--- src/rtl/relogio_ajustavel.sv ---
// ----------------------------------------------------------------------------
// relogio_ajustavel
// HH:MM:SS clock core with a generic prescaler, 12 h / 24 h display mode and
// button-driven time setting. The field being set blinks at 2 Hz.
//
// Ports
//   main_clock  in   clock, single domain
//   main_reset  in   synchronous active-high reset, overrides everything
//   btn_mode    in   debounced level; rising edge steps RUN->SET_H->SET_M->RUN
//   btn_inc     in   debounced level; rising edge increments the selected field
//   s_lsd/s_msd out  seconds digits, seg[6:0] = gfedcba
//   m_lsd/m_msd out  minutes digits
//   h_lsd/h_msd out  hours digits (12 h converted when MODE_24H = 0)
//   pm          out  internal hour >= 12 in 12 h mode, else 0
//   tick_1hz    out  one-cycle pulse on prescaler wrap, RUN only
//   set_state   out  00 RUN, 01 SET_H, 10 SET_M
// ----------------------------------------------------------------------------
module relogio_ajustavel #(
    parameter int CLK_FREQ_HZ    = 50_000_000,
    parameter int MODE_24H       = 1,
    parameter int SEG_ACTIVE_LOW = 1
) (
    input  logic       main_clock,
    input  logic       main_reset,
    input  logic       btn_mode,
    input  logic       btn_inc,
    output logic [6:0] s_lsd,
    output logic [6:0] s_msd,
    output logic [6:0] m_lsd,
    output logic [6:0] m_msd,
    output logic [6:0] h_lsd,
    output logic [6:0] h_msd,
    output logic       pm,
    output logic       tick_1hz,
    output logic [1:0] set_state
);

    localparam logic [1:0] ST_RUN   = 2'b00;
    localparam logic [1:0] ST_SET_H = 2'b01;
    localparam logic [1:0] ST_SET_M = 2'b10;

    localparam int PW         = $clog2(CLK_FREQ_HZ);
    localparam int BLINK_HALF = CLK_FREQ_HZ / 4;
    localparam int BW         = $clog2(BLINK_HALF + 1);
    localparam logic [PW-1:0] PRESC_MAX = PW'(CLK_FREQ_HZ - 1);
    localparam logic [BW-1:0] BLINK_MAX = BW'(BLINK_HALF - 1);

    logic [1:0]    state_reg, state_next;
    logic [PW-1:0] presc_reg, presc_next;
    logic [BW-1:0] blink_cnt_reg, blink_cnt_next;
    logic          blink_vis_reg, blink_vis_next;
    logic [3:0]    sec_l_reg, sec_l_next, sec_m_reg, sec_m_next;
    logic [3:0]    min_l_reg, min_l_next, min_m_reg, min_m_next;
    logic [4:0]    hour_reg, hour_next;
    logic          mode_q_reg, inc_q_reg;

    logic mode_edge, inc_edge;
    logic sec_wrap, min_wrap, min_inc, hour_inc;

    // A mode edge swallows a coincident inc edge.
    assign mode_edge = btn_mode & ~mode_q_reg;
    assign inc_edge  = btn_inc & ~inc_q_reg & ~mode_edge;

    assign tick_1hz  = (state_reg == ST_RUN) && (presc_reg == PRESC_MAX);
    assign set_state = state_reg;

    always_comb begin
        state_next = state_reg;
        if (mode_edge) begin
            case (state_reg)
                ST_RUN:   state_next = ST_SET_H;
                ST_SET_H: state_next = ST_SET_M;
                default:  state_next = ST_RUN;
            endcase
        end
    end

    // Prescaler only runs while staying in RUN; any SET state holds it at 0,
    // which also gives the clear on leaving SET_M.
    always_comb begin
        presc_next = '0;
        if (state_reg == ST_RUN && state_next == ST_RUN && !tick_1hz)
            presc_next = presc_reg + 1'b1;
    end

    // Time update: tick carry chain plus the setting increments. Tick and the
    // SET increments are mutually exclusive because ticks only occur in RUN.
    assign sec_wrap = tick_1hz && sec_l_reg == 4'd9 && sec_m_reg == 4'd5;
    assign min_wrap = sec_wrap && min_l_reg == 4'd9 && min_m_reg == 4'd5;
    assign min_inc  = sec_wrap || (state_reg == ST_SET_M && inc_edge);
    assign hour_inc = min_wrap || (state_reg == ST_SET_H && inc_edge);

    always_comb begin
        sec_l_next = sec_l_reg;
        sec_m_next = sec_m_reg;
        min_l_next = min_l_reg;
        min_m_next = min_m_reg;
        hour_next  = hour_reg;
        if (tick_1hz) begin
            sec_l_next = (sec_l_reg == 4'd9) ? 4'd0 : sec_l_reg + 4'd1;
            if (sec_l_reg == 4'd9)
                sec_m_next = (sec_m_reg == 4'd5) ? 4'd0 : sec_m_reg + 4'd1;
        end
        if (state_reg == ST_SET_M && mode_edge) begin
            sec_l_next = 4'd0;
            sec_m_next = 4'd0;
        end
        if (min_inc) begin
            min_l_next = (min_l_reg == 4'd9) ? 4'd0 : min_l_reg + 4'd1;
            if (min_l_reg == 4'd9)
                min_m_next = (min_m_reg == 4'd5) ? 4'd0 : min_m_reg + 4'd1;
        end
        if (hour_inc)
            hour_next = (hour_reg == 5'd23) ? 5'd0 : hour_reg + 5'd1;
    end

    // Blink restarts visible on every entry into a SET state and idles in RUN.
    always_comb begin
        blink_cnt_next = '0;
        blink_vis_next = 1'b1;
        if (state_next != ST_RUN && !mode_edge) begin
            if (blink_cnt_reg == BLINK_MAX) begin
                blink_vis_next = ~blink_vis_reg;
            end else begin
                blink_cnt_next = blink_cnt_reg + 1'b1;
                blink_vis_next = blink_vis_reg;
            end
        end
    end

    always_ff @(posedge main_clock) begin
        if (main_reset) begin
            state_reg     <= ST_RUN;
            presc_reg     <= '0;
            blink_cnt_reg <= '0;
            blink_vis_reg <= 1'b1;
            sec_l_reg     <= 4'd0;
            sec_m_reg     <= 4'd0;
            min_l_reg     <= 4'd0;
            min_m_reg     <= 4'd0;
            hour_reg      <= 5'd0;
            mode_q_reg    <= 1'b0;
            inc_q_reg     <= 1'b0;
        end else begin
            state_reg     <= state_next;
            presc_reg     <= presc_next;
            blink_cnt_reg <= blink_cnt_next;
            blink_vis_reg <= blink_vis_next;
            sec_l_reg     <= sec_l_next;
            sec_m_reg     <= sec_m_next;
            min_l_reg     <= min_l_next;
            min_m_reg     <= min_m_next;
            hour_reg      <= hour_next;
            mode_q_reg    <= btn_mode;
            inc_q_reg     <= btn_inc;
        end
    end

    // Display hour conversion and split into two decimal digits.
    logic [4:0] hour_12, hour_disp;
    logic [3:0] hour_tens, hour_ones;

    always_comb begin
        hour_12   = (hour_reg >= 5'd12) ? hour_reg - 5'd12 : hour_reg;
        hour_disp = (MODE_24H != 0) ? hour_reg : ((hour_12 == 5'd0) ? 5'd12 : hour_12);
        hour_tens = 4'd0;
        hour_ones = hour_disp[3:0];
        if (hour_disp >= 5'd20) begin
            hour_tens = 4'd2;
            hour_ones = 4'(hour_disp - 5'd20);
        end else if (hour_disp >= 5'd10) begin
            hour_tens = 4'd1;
            hour_ones = 4'(hour_disp - 5'd10);
        end
    end

    assign pm = (MODE_24H == 0) && (hour_reg >= 5'd12);

    function automatic logic [6:0] seg_on(input logic [3:0] d);
        case (d)
            4'd0:    seg_on = 7'h3F;
            4'd1:    seg_on = 7'h06;
            4'd2:    seg_on = 7'h5B;
            4'd3:    seg_on = 7'h4F;
            4'd4:    seg_on = 7'h66;
            4'd5:    seg_on = 7'h6D;
            4'd6:    seg_on = 7'h7D;
            4'd7:    seg_on = 7'h07;
            4'd8:    seg_on = 7'h7F;
            4'd9:    seg_on = 7'h6F;
            default: seg_on = 7'h00;
        endcase
    endfunction

    // Digit index: 0 s_lsd, 1 s_msd, 2 m_lsd, 3 m_msd, 4 h_lsd, 5 h_msd.
    logic [3:0] digit [6];
    logic       blank [6];
    logic [6:0] seg   [6];
    logic       blank_h, blank_m;

    assign blank_h = (state_reg == ST_SET_H) && !blink_vis_reg;
    assign blank_m = (state_reg == ST_SET_M) && !blink_vis_reg;

    assign digit[0] = sec_l_reg;
    assign digit[1] = sec_m_reg;
    assign digit[2] = min_l_reg;
    assign digit[3] = min_m_reg;
    assign digit[4] = hour_ones;
    assign digit[5] = hour_tens;
    assign blank[0] = 1'b0;
    assign blank[1] = 1'b0;
    assign blank[2] = blank_m;
    assign blank[3] = blank_m;
    assign blank[4] = blank_h;
    assign blank[5] = blank_h;

    generate
        for (genvar gi = 0; gi < 6; gi++) begin : g_seg
            logic [6:0] raw;
            assign raw     = blank[gi] ? 7'h00 : seg_on(digit[gi]);
            assign seg[gi] = (SEG_ACTIVE_LOW != 0) ? ~raw : raw;
        end
    endgenerate

    assign s_lsd = seg[0];
    assign s_msd = seg[1];
    assign m_lsd = seg[2];
    assign m_msd = seg[3];
    assign h_lsd = seg[4];
    assign h_msd = seg[5];

endmodule
--- config.mk ---
export PLATFORM = sky130hd
export DESIGN_NAME = relogio_ajustavel
export DESIGN_NICKNAME = d
export VERILOG_FILES = /design/src/rtl/relogio_ajustavel.sv
export SDC_FILE = /design/constraint.sdc
export NUM_CORES = 1
export LEC_CHECK = 0
export ABC_AREA = 0
export CORE_ASPECT_RATIO = 2
export CORE_MARGIN = 2
export CORE_UTILIZATION = 34
export CTS_CLUSTER_DIAMETER = 120
export CTS_CLUSTER_SIZE = 28
export DETAILED_ROUTE_END_ITERATION = 12
export GPL_ROUTABILITY_DRIVEN = 0
export MAX_ROUTING_LAYER = met4
export SLEW_MARGIN = 15
export SYNTH_ARGS = -nofsm -noshare
export SYNTH_HDL_FRONTEND = slang
export SYNTH_SLANG_ARGS = --single-unit
--- constraint.sdc ---
create_clock -name main_clock -period 3.2 [get_ports main_clock]
set_input_delay 0.64 -clock main_clock [delete_from_list [all_inputs] [get_ports main_clock]]
set_output_delay 0.64 -clock main_clock [all_outputs]
set_load 0.01 [all_outputs]
==> summary.md <==
| Metric | Value |
|---|---|
| Status | `completed` |
| FF+latch count, synth | `104` |
| CTS root buffer | `clkbuf_16` |
| Slew margin rel. | `0.403` |
| Die outline area | `around 0.019 mm^2` |
| Placed cell count | `between 1000 and 1500` |
| Final setup fails | `0` |
| Worst setup SP type | `flop` |
| Leak pwr | `3.02 nW` |
| Switching share of power | `0.240` |
| Synth cell types | `76` |
| Worst VDD drop | `0.259 mV` |
| Setup TNS | `0 ps` |
| Post-synth EDFFs | `0` |
| Fin. Hold Viols | `0` |
| Warnings from Yosys | `0` |
| Syn nets | `810` |
| # IOs | `50` |
| Seq/Total Area, Yosys | `0.340` |
| PwrDens | `328 mW/mm^2` |
| Clock latency on the worst-skew pair | `360 ps` |
| Share of cells above drive strength 1 | `0.161` |
| Routed via count | `5617` |
| Max-cap violations | `0` |
| RSZ-0062 raised after global routing | `yes` |
| Drt first pass iters | `5` |
| Path type of the worst setup path | `reg2out` |
| Switching pwr | `just under 0.0006 W` |
| Initial core utilization | `0.346` |
| Routed vias/inst | `5.25` |
| Mapped Cells | `approximately 770` |
| DRC | `0` |
| Max Slew Vio Count | `0` |
| Initial antenna violation count | `0` |
| First-pass GRT wire length | `25.3 mm` |
| Worst-Margin Slew | `roughly 900 ps` |
| Ant diodes | `0` |
| Top_reg_cell synth | `dfxtp_1` |
| Mapped Area | `0.00613 mm^2` |
| Most numerous cell in the Yosys netlist | `dfxtp_1` |
| Routed wire per std cell | `14.5 um` |
| Gr ovfl total | `0` |
| WP data arrival | `2520 ps` |
| Largest cells by area after synthesis | `dfxtp_1 (34%), ha_1 (8.0%), nor2_1 (6.2%)` |
| Post-route insts no fill | `1070` |
| Total global routing track utilization | `0.166` |
| Core area | `0.0177 mm^2` |
| Placement Rows | `69` |
| Syn_area_per_cell | `7.99 um^2` |
| Detailed Route Iter0 Violations | `212` |
| Chip width | `98.9 um` |
| Layout Nets | `between 800 and 900` |
| CP max FO | `4` |
| Die Ht | `194 um` |
| Int Power | `0.00188 W` |
| Number of port buffers | `48` |
| Clock transition at the registers of the reported paths | `about 70 ps` |
| CTS Buf Count | `9` |
| Clock Path Buffers | `2` |
| Fmax | `approximately 320 MHz` |
| CTS Sinks | `104` |
| Final Skew | `13.4 ps` |
| Worst hold-check path type | `reg2reg` |
| Largest net degree at the start of global routing | `32` |
| CP Capture Type | `output pin` |
| Logic pwr share | `0.042` |
| Final period utilization | `0.986` |
| H-tree levels | `3` |
| Antenna Violating Nets Remaining | `0` |
| Post-synth top area cell | `dfxtp_1` |
| Final HPWL DP | `11.7 mm` |
| Clock group share of total power | `0.430` |
| Yosys top cell area share | `0.340` |
| Vias in the first global route | `5468` |
| Sequential power share | `0.528` |
| Top post-synthesis cells by count | `dfxtp_1 (104), nor2_1 (101), nand2_1 (69), inv_1 (55), a21oi_1 (40)` |
| Pwr Total | `0.00248 W` |
| Ys async rst share | `0` |
| CP required | `2560 ps` |
| Area delta synth->final | `23.3%` |
| Tmin final | `3160 ps` |
| CTS tree | `done` |
| Final wirelength | `15.5 mm` |
## path summary, 6_finish.rpt
| kind | start | to | slack [ps] | depth (start not counted) |
|---|---|---|---|---|
| hold / removal | blink_cnt_reg[0] | blink_cnt_reg[0] | 450 | 1 |
| setup reg to reg | presc_reg[1] | flop | 170 | 12 |
| hold reg to reg | blink_cnt_reg[0] | blink_cnt_reg[0] | 450 | 1 |
| setup / recovery | hour_disp[0] | h_lsd[3] | 40 | 11 |
## cell families (layout without fill, tap and decap cells)
group,after synthesis,count (layout),share of synthesized area
adders and majority gates,39,39,0.0796
DFF,104,104,0.340
AOI/OAI and AO/OA,150,150,0.154
other,1,1,0.000612
buffers and inverters,93,183,0.0655
and+or+nand+nor,323,323,0.275
xor gates and xnor gates,51,51,0.0729
muxes,6,6,0.0125
## cell usage in the layout, fill, tap and decap left out, drive strengths merged, types with 4 or more instances in the layout
cell type and instances:
clkdlybuf4s50 40, buf 68, and4 9, nor3b 6
or2 6, nor2 101, nand3 24, a21o 6
nand2b 5, o22ai 9, xnor2 28, nor2b 12
nand4 16, xor2 23, nand2 70, a211oi 4
o21ai 44, or4 4, clkbuf 10, nor3 17
dfxtp 104, or3 4, ha 39, o22a 4
o211ai 4, a31oi 7, and3 17, inv 58
nor4 11, a21oi 41
## metal layers
| metal | part of all wire | track usage | up-vias |
|---|---|---|---|
| met5 | 0 | - | - |
| met4 | 0.033 | 0.0791 | 0 |
| met3 | 0.024 | 0.0242 | 36 |
| met2 | 0.59 | 0.328 | 88 |
| met1 | 0.36 | 0.148 | 2660 |
| li1 | - | - | 2833 |
## power by group through the flow
stage | Clock [W] | Sequential [W] | Combinational [W]
after floorplan | 0 | 0.00134 | 0.0000618
after CTS | 0.00110 | 0.00131 | 0.000102
final | 0.00107 | 0.00131 | 0.000104
after global routing | 0.00115 | 0.00131 | 0.000115
after global placement | 0 | 0.00134 | 0.000103
after detailed placement | 0 | 0.00134 | 0.000103
## critical path: stages, from the launching register on
cell and delay [ps]:
dfxtp_2 330, inv_1 50, ha_2 170, a211o_1 310, nand2_2 110, o21ai_4 100
xnor2_4 210, ha_1 300, mux2_4 300, nor2_4 100, o21ai_1 60, buf_2 140
## area by class of cell
cell class | count | area [um^2]
Fill cell | 1815 | 10100
Multi-Input combinational cell | 570 | 3760
Sequential cell | 104 | 2090
Timing Repair Buffer | 112 | 951
Tap cell | 213 | 267
Clock buffer | 10 | 229
Inverter | 55 | 206
Clock inverter | 6 | 50.0
## through the flow
stage / util / setup WS (ps) / hold slack [ps] / area (um^2)
2_1_floorplan: - / 86.6 / 413 / 6130
3_3_place_gp: 0.402 / -130 / 426 / 7110
4_1_cts: 0.419 / -46.6 / 455 / 7420
6_report: 0.427 / 44.8 / 450 / 7550
5_1_grt: 0.427 / -71.7 / 478 / 7550
3_5_place_dp: 0.402 / -203 / 442 / 7110
## what timing repair did
action,4_1_cts,5_1_grt
cloned,0,0
endpoints found under the setup margin,8,18
setup buffers,3,3
pin swaps,5,9
hold buffers,0,0
resized for setup,29,36
(Power assumes the default switching activity.)
